## config.mk

```make
export PLATFORM = sky130hd
export DESIGN_NAME = ps2_host_tx
export DESIGN_NICKNAME = d
export VERILOG_FILES = /design/src/rtl/ps2_pkg.sv /design/src/rtl/ps2_line_sync.sv /design/src/rtl/ps2_host_tx.sv
export SDC_FILE = /design/constraint.sdc
export NUM_CORES = 1
export LEC_CHECK = 0
export ABC_AREA = 1
export CAP_MARGIN = 20
export CELL_PAD_IN_SITES_DETAIL_PLACEMENT = 0
export CELL_PAD_IN_SITES_GLOBAL_PLACEMENT = 1
export CORE_ASPECT_RATIO = 0.9
export CORE_MARGIN = 1.5
export CORE_UTILIZATION = 40
export CTS_BUF_LIST = sky130_fd_sc_hd__clkbuf_16
export DETAILED_ROUTE_END_ITERATION = 10
export GPL_TIMING_DRIVEN = 0
export PLACE_DENSITY_LB_ADDON = 0.1
export SETUP_SLACK_MARGIN = 0.3
export SLEW_MARGIN = 20
export SYNTH_ARGS = -nofsm -noshare
export SYNTH_HDL_FRONTEND = slang
export SYNTH_SLANG_ARGS = --single-unit
```

## constraint.sdc

```tcl
create_clock -name clk -period 1.4 [get_ports clk]
set_input_delay 0.21 -clock clk [delete_from_list [all_inputs] [get_ports clk]]
set_output_delay 0.21 -clock clk [all_outputs]
set_load 0.03 [all_outputs]
```

## src/rtl/ps2_pkg.sv

```systemverilog
`default_nettype none
// ============================================================================
// Module      : ps2_pkg
// Description : Shared PS/2 definitions for the keyboard subsystem. Holds the
//               host-transmit state encoding, frame geometry, common command
//               bytes and the odd-parity helper.
// Revision    : 1.0  initial release
// ============================================================================
package ps2_pkg;

    // Frame geometry
    localparam int PS2_DATA_BITS = 8;
    localparam int PS2_TX_FALLS  = 11;   // 8 data + parity + stop + ACK

    // Common keyboard command bytes
    localparam logic [7:0] PS2_CMD_SET_LED = 8'hED;
    localparam logic [7:0] PS2_CMD_RESET   = 8'hFF;
    localparam logic [7:0] PS2_CMD_ENABLE  = 8'hF4;
    localparam logic [7:0] PS2_ACK_BYTE    = 8'hFA;

    // Host-transmit FSM states, explicit 3-bit encoding
    typedef enum logic [2:0] {
        IDLE      = 3'd0,
        INHIBIT   = 3'd1,
        RELEASE   = 3'd2,
        SEND      = 3'd3,
        ACK       = 3'd4,
        WAIT_IDLE = 3'd5
    } ps2_tx_state_t;

    // Odd parity: the parity bit makes the total count of ones odd
    function automatic logic ps2_odd_parity(input logic [7:0] b);
        return ~^b;
    endfunction

endpackage
`default_nettype wire

```

## src/rtl/ps2_line_sync.sv

```systemverilog
`default_nettype none
// ============================================================================
// Module      : ps2_line_sync
// Description : Two-flop synchronizers for the PS/2 clock and data lines plus
//               a falling-edge detector on the synchronized clock. Shared by
//               the host transmitter and the receiver.
// Ports       : clk, rst          - system clock, synchronous active-high reset
//               i_ps2_clk/i_ps2_data - raw (asynchronous) line levels
//               o_clk_synced/o_data_synced - synchronized line levels
//               o_clk_fall         - one-cycle pulse on synced clock high->low
// Revision    : 1.0  initial release
// ============================================================================
module ps2_line_sync (
    input  logic clk,
    input  logic rst,
    input  logic i_ps2_clk,
    input  logic i_ps2_data,
    output logic o_clk_synced,
    output logic o_data_synced,
    output logic o_clk_fall
);

    logic [1:0] r_clk_sync;
    logic [1:0] r_data_sync;
    logic       r_clk_prev;

    // Reset to the idle-high bus level so leaving reset never fakes a fall.
    always_ff @(posedge clk) begin
        if (rst) begin
            r_clk_sync  <= 2'b11;
            r_data_sync <= 2'b11;
            r_clk_prev  <= 1'b1;
        end else begin
            r_clk_sync  <= {r_clk_sync[0], i_ps2_clk};
            r_data_sync <= {r_data_sync[0], i_ps2_data};
            r_clk_prev  <= r_clk_sync[1];
        end
    end

    assign o_clk_synced  = r_clk_sync[1];
    assign o_data_synced = r_data_sync[1];
    assign o_clk_fall    = r_clk_prev & ~r_clk_sync[1];

endmodule
`default_nettype wire

```

## src/rtl/ps2_host_tx.sv

```systemverilog
`default_nettype none
// ============================================================================
// Module      : ps2_host_tx
// Description : Host-to-device PS/2 transmitter. Inhibits the bus, issues a
//               start bit, shifts out one command byte (LSB first), odd parity
//               and stop on device clock falls, then samples the device ACK.
// Ports       : clk, rst            - system clock, synchronous active-high reset
//               tx_data/tx_valid/tx_ready - byte request handshake
//               ps2_clk/ps2_data    - sensed line levels (asynchronous)
//               ps2_clk_drive_low/ps2_data_drive_low - open-drain pull-downs
//               busy                - frame in progress
//               done/ack_err/timeout - one-cycle completion status pulses
// Config      : define PS2_TX_TIMEOUT_EN to build the device-clock watchdog;
//               otherwise timeout is tied low.
// Revision    : 1.0  initial release
// ============================================================================
module ps2_host_tx
    import ps2_pkg::*;
#(
    parameter int INHIBIT_CYCLES = 5000,
    parameter int TIMEOUT_CYCLES = 750000
) (
    input  logic       clk,
    input  logic       rst,
    input  logic [7:0] tx_data,
    input  logic       tx_valid,
    output logic       tx_ready,
    input  logic       ps2_clk,
    input  logic       ps2_data,
    output logic       ps2_clk_drive_low,
    output logic       ps2_data_drive_low,
    output logic       busy,
    output logic       done,
    output logic       ack_err,
    output logic       timeout
);

    localparam int                 c_INH_W      = (INHIBIT_CYCLES > 1) ? $clog2(INHIBIT_CYCLES) : 1;
    localparam logic [c_INH_W-1:0] c_INH_LAST   = c_INH_W'(INHIBIT_CYCLES - 1);
    localparam logic [c_INH_W-1:0] c_INH_ONE    = c_INH_W'(1);
    localparam logic [3:0]         c_PARITY_IDX = 4'(PS2_DATA_BITS);
    localparam logic [3:0]         c_STOP_IDX   = 4'(PS2_TX_FALLS - 2);

    ps2_tx_state_t      r_state;
    ps2_tx_state_t      w_next_state;
    logic [7:0]         r_byte;
    logic [c_INH_W-1:0] r_inh_cnt;
    logic [3:0]         r_fall_cnt;   // device falls seen so far in SEND
    logic               r_bit_low;    // data pull-down for the bit on the wire
    logic               r_hi_seen;    // bus seen idle on the previous cycle
    logic               r_done;
    logic               r_ack_err;
    logic               w_clk_s;
    logic               w_data_s;
    logic               w_fall;
    logic               w_parity;
    logic               w_wdog_expire;

    ps2_line_sync u_sync (
        .clk           (clk),
        .rst           (rst),
        .i_ps2_clk     (ps2_clk),
        .i_ps2_data    (ps2_data),
        .o_clk_synced  (w_clk_s),
        .o_data_synced (w_data_s),
        .o_clk_fall    (w_fall)
    );

    assign w_parity = ps2_odd_parity(r_byte);

    // ------------------------------------------------------------------------
    // State register
    // ------------------------------------------------------------------------
    always_ff @(posedge clk) begin
        if (rst) begin
            r_state <= IDLE;
        end else begin
            r_state <= w_next_state;
        end
    end

    // ------------------------------------------------------------------------
    // Next-state logic. Falls outside SEND/ACK belong to device-to-host
    // traffic (or our own inhibit) and are ignored.
    // ------------------------------------------------------------------------
    always_comb begin
        w_next_state = r_state;
        case (r_state)
            IDLE:      if (tx_valid) w_next_state = INHIBIT;
            INHIBIT:   if (r_inh_cnt == c_INH_LAST) w_next_state = RELEASE;
            RELEASE:   w_next_state = w_wdog_expire ? WAIT_IDLE : SEND;
            SEND: begin
                if (w_wdog_expire)                         w_next_state = WAIT_IDLE;
                else if (w_fall && r_fall_cnt == c_STOP_IDX) w_next_state = ACK;
            end
            ACK:       if (w_fall || w_wdog_expire) w_next_state = WAIT_IDLE;
            WAIT_IDLE: if (w_clk_s && w_data_s && r_hi_seen) w_next_state = IDLE;
            default:   w_next_state = IDLE;
        endcase
    end

    // ------------------------------------------------------------------------
    // Datapath: byte latch, inhibit counter, bit sequencing, status pulses
    // ------------------------------------------------------------------------
    always_ff @(posedge clk) begin
        if (rst) begin
            r_byte     <= 8'h00;
            r_inh_cnt  <= '0;
            r_fall_cnt <= 4'd0;
            r_bit_low  <= 1'b0;
            r_hi_seen  <= 1'b0;
            r_done     <= 1'b0;
            r_ack_err  <= 1'b0;
        end else begin
            r_done    <= 1'b0;
            r_ack_err <= 1'b0;
            case (r_state)
                IDLE: begin
                    r_inh_cnt <= '0;
                    r_hi_seen <= 1'b0;
                    if (tx_valid) r_byte <= tx_data;
                end
                INHIBIT: r_inh_cnt <= r_inh_cnt + c_INH_ONE;
                RELEASE: begin
                    r_fall_cnt <= 4'd0;
                    r_bit_low  <= 1'b1;       // keep the start bit on the wire
                end
                SEND: begin
                    if (w_fall) begin
                        r_fall_cnt <= r_fall_cnt + 4'd1;
                        if (r_fall_cnt < c_PARITY_IDX)
                            r_bit_low <= ~r_byte[r_fall_cnt[2:0]];
                        else if (r_fall_cnt == c_PARITY_IDX)
                            r_bit_low <= ~w_parity;
                        else
                            r_bit_low <= 1'b0; // stop bit: release data
                    end
                end
                ACK: begin
                    if (w_fall) begin
                        r_done    <= ~w_data_s;
                        r_ack_err <= w_data_s;
                    end
                end
                WAIT_IDLE: r_hi_seen <= w_clk_s & w_data_s;
                default: ;
            endcase
        end
    end

`ifdef PS2_TX_TIMEOUT_EN
    // ------------------------------------------------------------------------
    // Device-clock watchdog: restarts on every fall, only runs while the
    // device owns the clock. Holding zero outside RELEASE/SEND/ACK gives the
    // clear on RELEASE entry for free.
    // ------------------------------------------------------------------------
    localparam int                  c_WDOG_W    = (TIMEOUT_CYCLES > 1) ? $clog2(TIMEOUT_CYCLES) : 1;
    localparam logic [c_WDOG_W-1:0] c_WDOG_LAST = c_WDOG_W'(TIMEOUT_CYCLES - 1);
    localparam logic [c_WDOG_W-1:0] c_WDOG_ONE  = c_WDOG_W'(1);

    logic [c_WDOG_W-1:0] r_wdog;
    logic                r_timeout;
    logic                w_wdog_run;

    assign w_wdog_run    = (r_state == RELEASE) || (r_state == SEND) || (r_state == ACK);
    assign w_wdog_expire = w_wdog_run && !w_fall && (r_wdog == c_WDOG_LAST);

    always_ff @(posedge clk) begin
        if (rst) begin
            r_wdog    <= '0;
            r_timeout <= 1'b0;
        end else begin
            r_timeout <= w_wdog_expire;
            if (!w_wdog_run || w_fall) r_wdog <= '0;
            else                       r_wdog <= r_wdog + c_WDOG_ONE;
        end
    end

    assign timeout = r_timeout;
`else
    logic w_unused_timeout_cfg;

    assign w_wdog_expire        = 1'b0;
    assign timeout              = 1'b0;
    assign w_unused_timeout_cfg = (TIMEOUT_CYCLES > 0);
`endif

    // ------------------------------------------------------------------------
    // Outputs. Line drives decode from registered state so reset releases
    // both lines on the first edge with rst high.
    // ------------------------------------------------------------------------
    always_comb begin
        tx_ready           = (r_state == IDLE);
        busy               = (r_state != IDLE);
        ps2_clk_drive_low  = (r_state == INHIBIT);
        ps2_data_drive_low = ((r_state == INHIBIT) && (r_inh_cnt == c_INH_LAST)) ||
                             (r_state == RELEASE) ||
                             ((r_state == SEND) && r_bit_low);
        done               = r_done;
        ack_err            = r_ack_err;
    end

endmodule
`default_nettype wire

```

==> results.py <==
metrics = {
    "logic_synthesis": {
        "syn_area_per_cell_um2": 6.638,
        "synth_seq_cells": 37,
        "synth_cells": 298,
        "synth_cell_type_count": 29,
        "syn_nets": 315,
        "seq_area_frac_synth": 0.3744,
        "synth_warnings": 0,
        "synth.top_cell.area_share": 0.3744,
        "synth_area_mm2": 0.001978,
        "synth_largest_area_cell": "dfxtp_1",
        "ys_top_cells_by_area": "dfxtp_1, nand2_1, nand3_1",
    },
    "clock_tree": {
        "cts_tree": "built",
        "hold_buffers": 0,
        "cts.htree.levels": 2,
        "path_clk_slew_ns": 0.06,
        "worstSkewPairLatency_ns": 0.28,
        "clockBufferDepth": 2,
        "clock-sinks": 37,
        "numCtsBuffers": 5,
        "clock-root-buffer": "clkbuf_16",
    },
    "status": {
        "status": "complete, but fails checks",
        "failed_checks": "negative setup slack",
    },
    "route": {
        "route.final.wire_length_um": 5195,
        "first_pass_iters": 4,
        "first_iter_violations": 85,
        "antenna_left": 0,
        "post-route-drc-count": 0,
        "vias": 2021,
        "drt-vias-per-instance": 4.893,
        "wl_per_cell_um": 12.58,
    },
    "layout": {
        "layout.nets": 364,
        "antennaDiodeCount": 0,
        "mostFrequentLayoutCell": "nand2_1",
        "area_growth_pct": 44.21,
        "final_layout_size_suffix_gt1_frac": 0.3190,
        "mostFrequentLayoutCells": "nand2_1, inv_1, dfxtp_1, nand3_1, nor2_1",
    },
    "sta": {
        "max_freq_mhz": 590.7,
        "fin_tns_setup_ns": -1.260,
        "rsz0062_at_grt": "yes",
        "clock_skew_ns": 0.004158,
        "finalHoldViolCount": 0,
        "setup_slack_ns": -0.2930,
        "final-setup-viol-count": 16,
        "slew_viol_final": 0,
        "relSlewSlack": 0.5883,
        "worstMarginPinSlew_ns": 0.6176,
        "timing.final.crit_share": 1.209,
        "fin_crit_ns": 1.693,
    },
    "die": {
        "die_area_mm2": 0.005377,
        "num_io_pins": 20,
        "dieWidth_um": 77.13,
        "core_area_mm2": 0.004805,
        "die_h_um": 69.72,
        "row_count": 24,
        "start_util": 0.4117,
    },
    "global_routing": {
        "grt_pass1_wl_um": 8631,
        "grt-ovfl-total": 0,
        "grt_pass1_vias": 1983,
        "grt_max_degree": 13,
        "grt_use_total": 0.2023,
        "grt_antenna_before_repair": 0,
    },
    "flow_run": {
        "drv_cap": 0,
    },
    "critical_path": {
        "critPathRequiredTime_ns": 1.19,
        "path_class": "reg -> out",
        "crit_path_start_kind": "register",
        "endpoint_kind": "output port",
        "crit_arrival_ns": 1.48,
        "worst-path-max-fanout": 3,
    },
    "pwr": {
        "powerDensity_mw_per_mm2": 1651,
        "p_leak_nw": 1.206,
        "ir_drop_mv": 1.450,
        "p_total_w": 0.004711,
    },
    "placed_design": {
        "dp_hpwl_um": 3370,
        "place_congestion": 0.7910,
        "io_buffers": 18,
    },
    "hold_path": {
        "hold_class": "in -> reg",
    },
}
## layer usage
layer  part of all wire  global-route usage  vias to the layer above  routed length [um]
li1                   -                   -                     1053                   -
met1               0.45              0.2401                      926                2332
met2               0.50              0.3596                       36                2593
met3              0.041             0.03947                        6                 215
met4              0.010             0.07273                        0                  53
met5                  0                   0                        -                   0
## sequential cells by signal (all words and copies together) (netlist names)
signal              count
r_state                 3
r_byte                  8
u_sync.r_clk_prev       1
r_bit_low               1
done                    1
ack_err                 1
u_sync.r_data_sync      2
r_fall_cnt              4
r_hi_seen               1
u_sync.r_clk_sync       2
r_inh_cnt              13
## report_power, final
part           switching [W]  internal (W)  total (W)  leakage (nW)
logic                0.00123       0.00110    0.00233         0.830
registers           0.000120       0.00118    0.00130         0.306
clock network       0.000436      0.000652    0.00109        0.0696
## layout make-up
type	count	area [um^2]
inverters	37	148.9
multi-input cells	217	1245
fillers	474	1952
clock inverters	3	17.52
plain buffers	7	61.31
well taps	65	81.33
repair buffers	42	414.1
flip-flops and latches	37	759.5
clock buffers	5	125.1
## stage by stage
stage                     std cells  setup slack (ns)  utilization  hold slack (ns)  cell area [um^2]
after global placement          381           -0.6799       0.4784           0.3921              2298
after detailed placement        381           -0.6861       0.4784           0.3923              2298
after global routing            413           -0.3526       0.5938           0.4184              2853
final                           413           -0.2930       0.5938           0.3923              2853
after floorplan                 298           0.04178            -           0.2791              2037
after CTS                       404           -0.3008       0.5646           0.3779              2713
## synth_stat cells (all sizes together)
cell / instances
o31ai: 1
a21oi: 25
clkbuf: 1
nor2: 28
o211ai: 1
nor3: 6
conb: 1
dfxtp: 37
o21ai: 16
or2: 4
xnor2: 2
nand3: 33
inv: 37
ha: 4
and3: 1
nand4: 4
o211a: 1
nand2: 87
buf: 6
nor4: 1
xor2: 2
## kinds of logic after synthesis
| logic type | after synthesis | synth area share |
|---|---|---|
| adders and majority gates | 4 | 0.02530 |
| xor gates and xnor gates | 4 | 0.01771 |
| buffers and inverters | 44 | 0.09424 |
| AOI/OAI and AO/OA | 44 | 0.1164 |
| other | 1 | 0.001896 |
| DFF | 37 | 0.3744 |
| and+or+nand+nor | 164 | 0.3700 |
## critical path: stages (launching register included)
cell and delay (ns):
dfxtp_4 0.36, nor2_4 0.13, inv_2 0.06, nor2_4 0.09, buf_6 0.11, nand4_1 0.19, nand3_4 0.13, buf_6 0.13
## repair_timing
item / CTS / global route
buffers inserted: 15 / 8
gates cloned: 0 / 1
pin swaps: 12 / 13
endpoints found under the setup margin: 36 / 34
gates resized for setup: 81 / 21
## final timing paths
| check | from | end | slack [ns] | depth (start not counted) |
|---|---|---|---|---|
| min | rst | r_byte[7] | 0.39 | 2 |
| max reg2reg | r_state[1] | r_state[1] | -0.19 | 11 |
| max | r_state[1] | ps2_data_drive_low | -0.29 | 7 |
| min reg2reg | u_sync.r_clk_sync[0] | u_sync.r_clk_sync[1] | 0.41 | 1 |
Power figures use the tool's default switching activity.
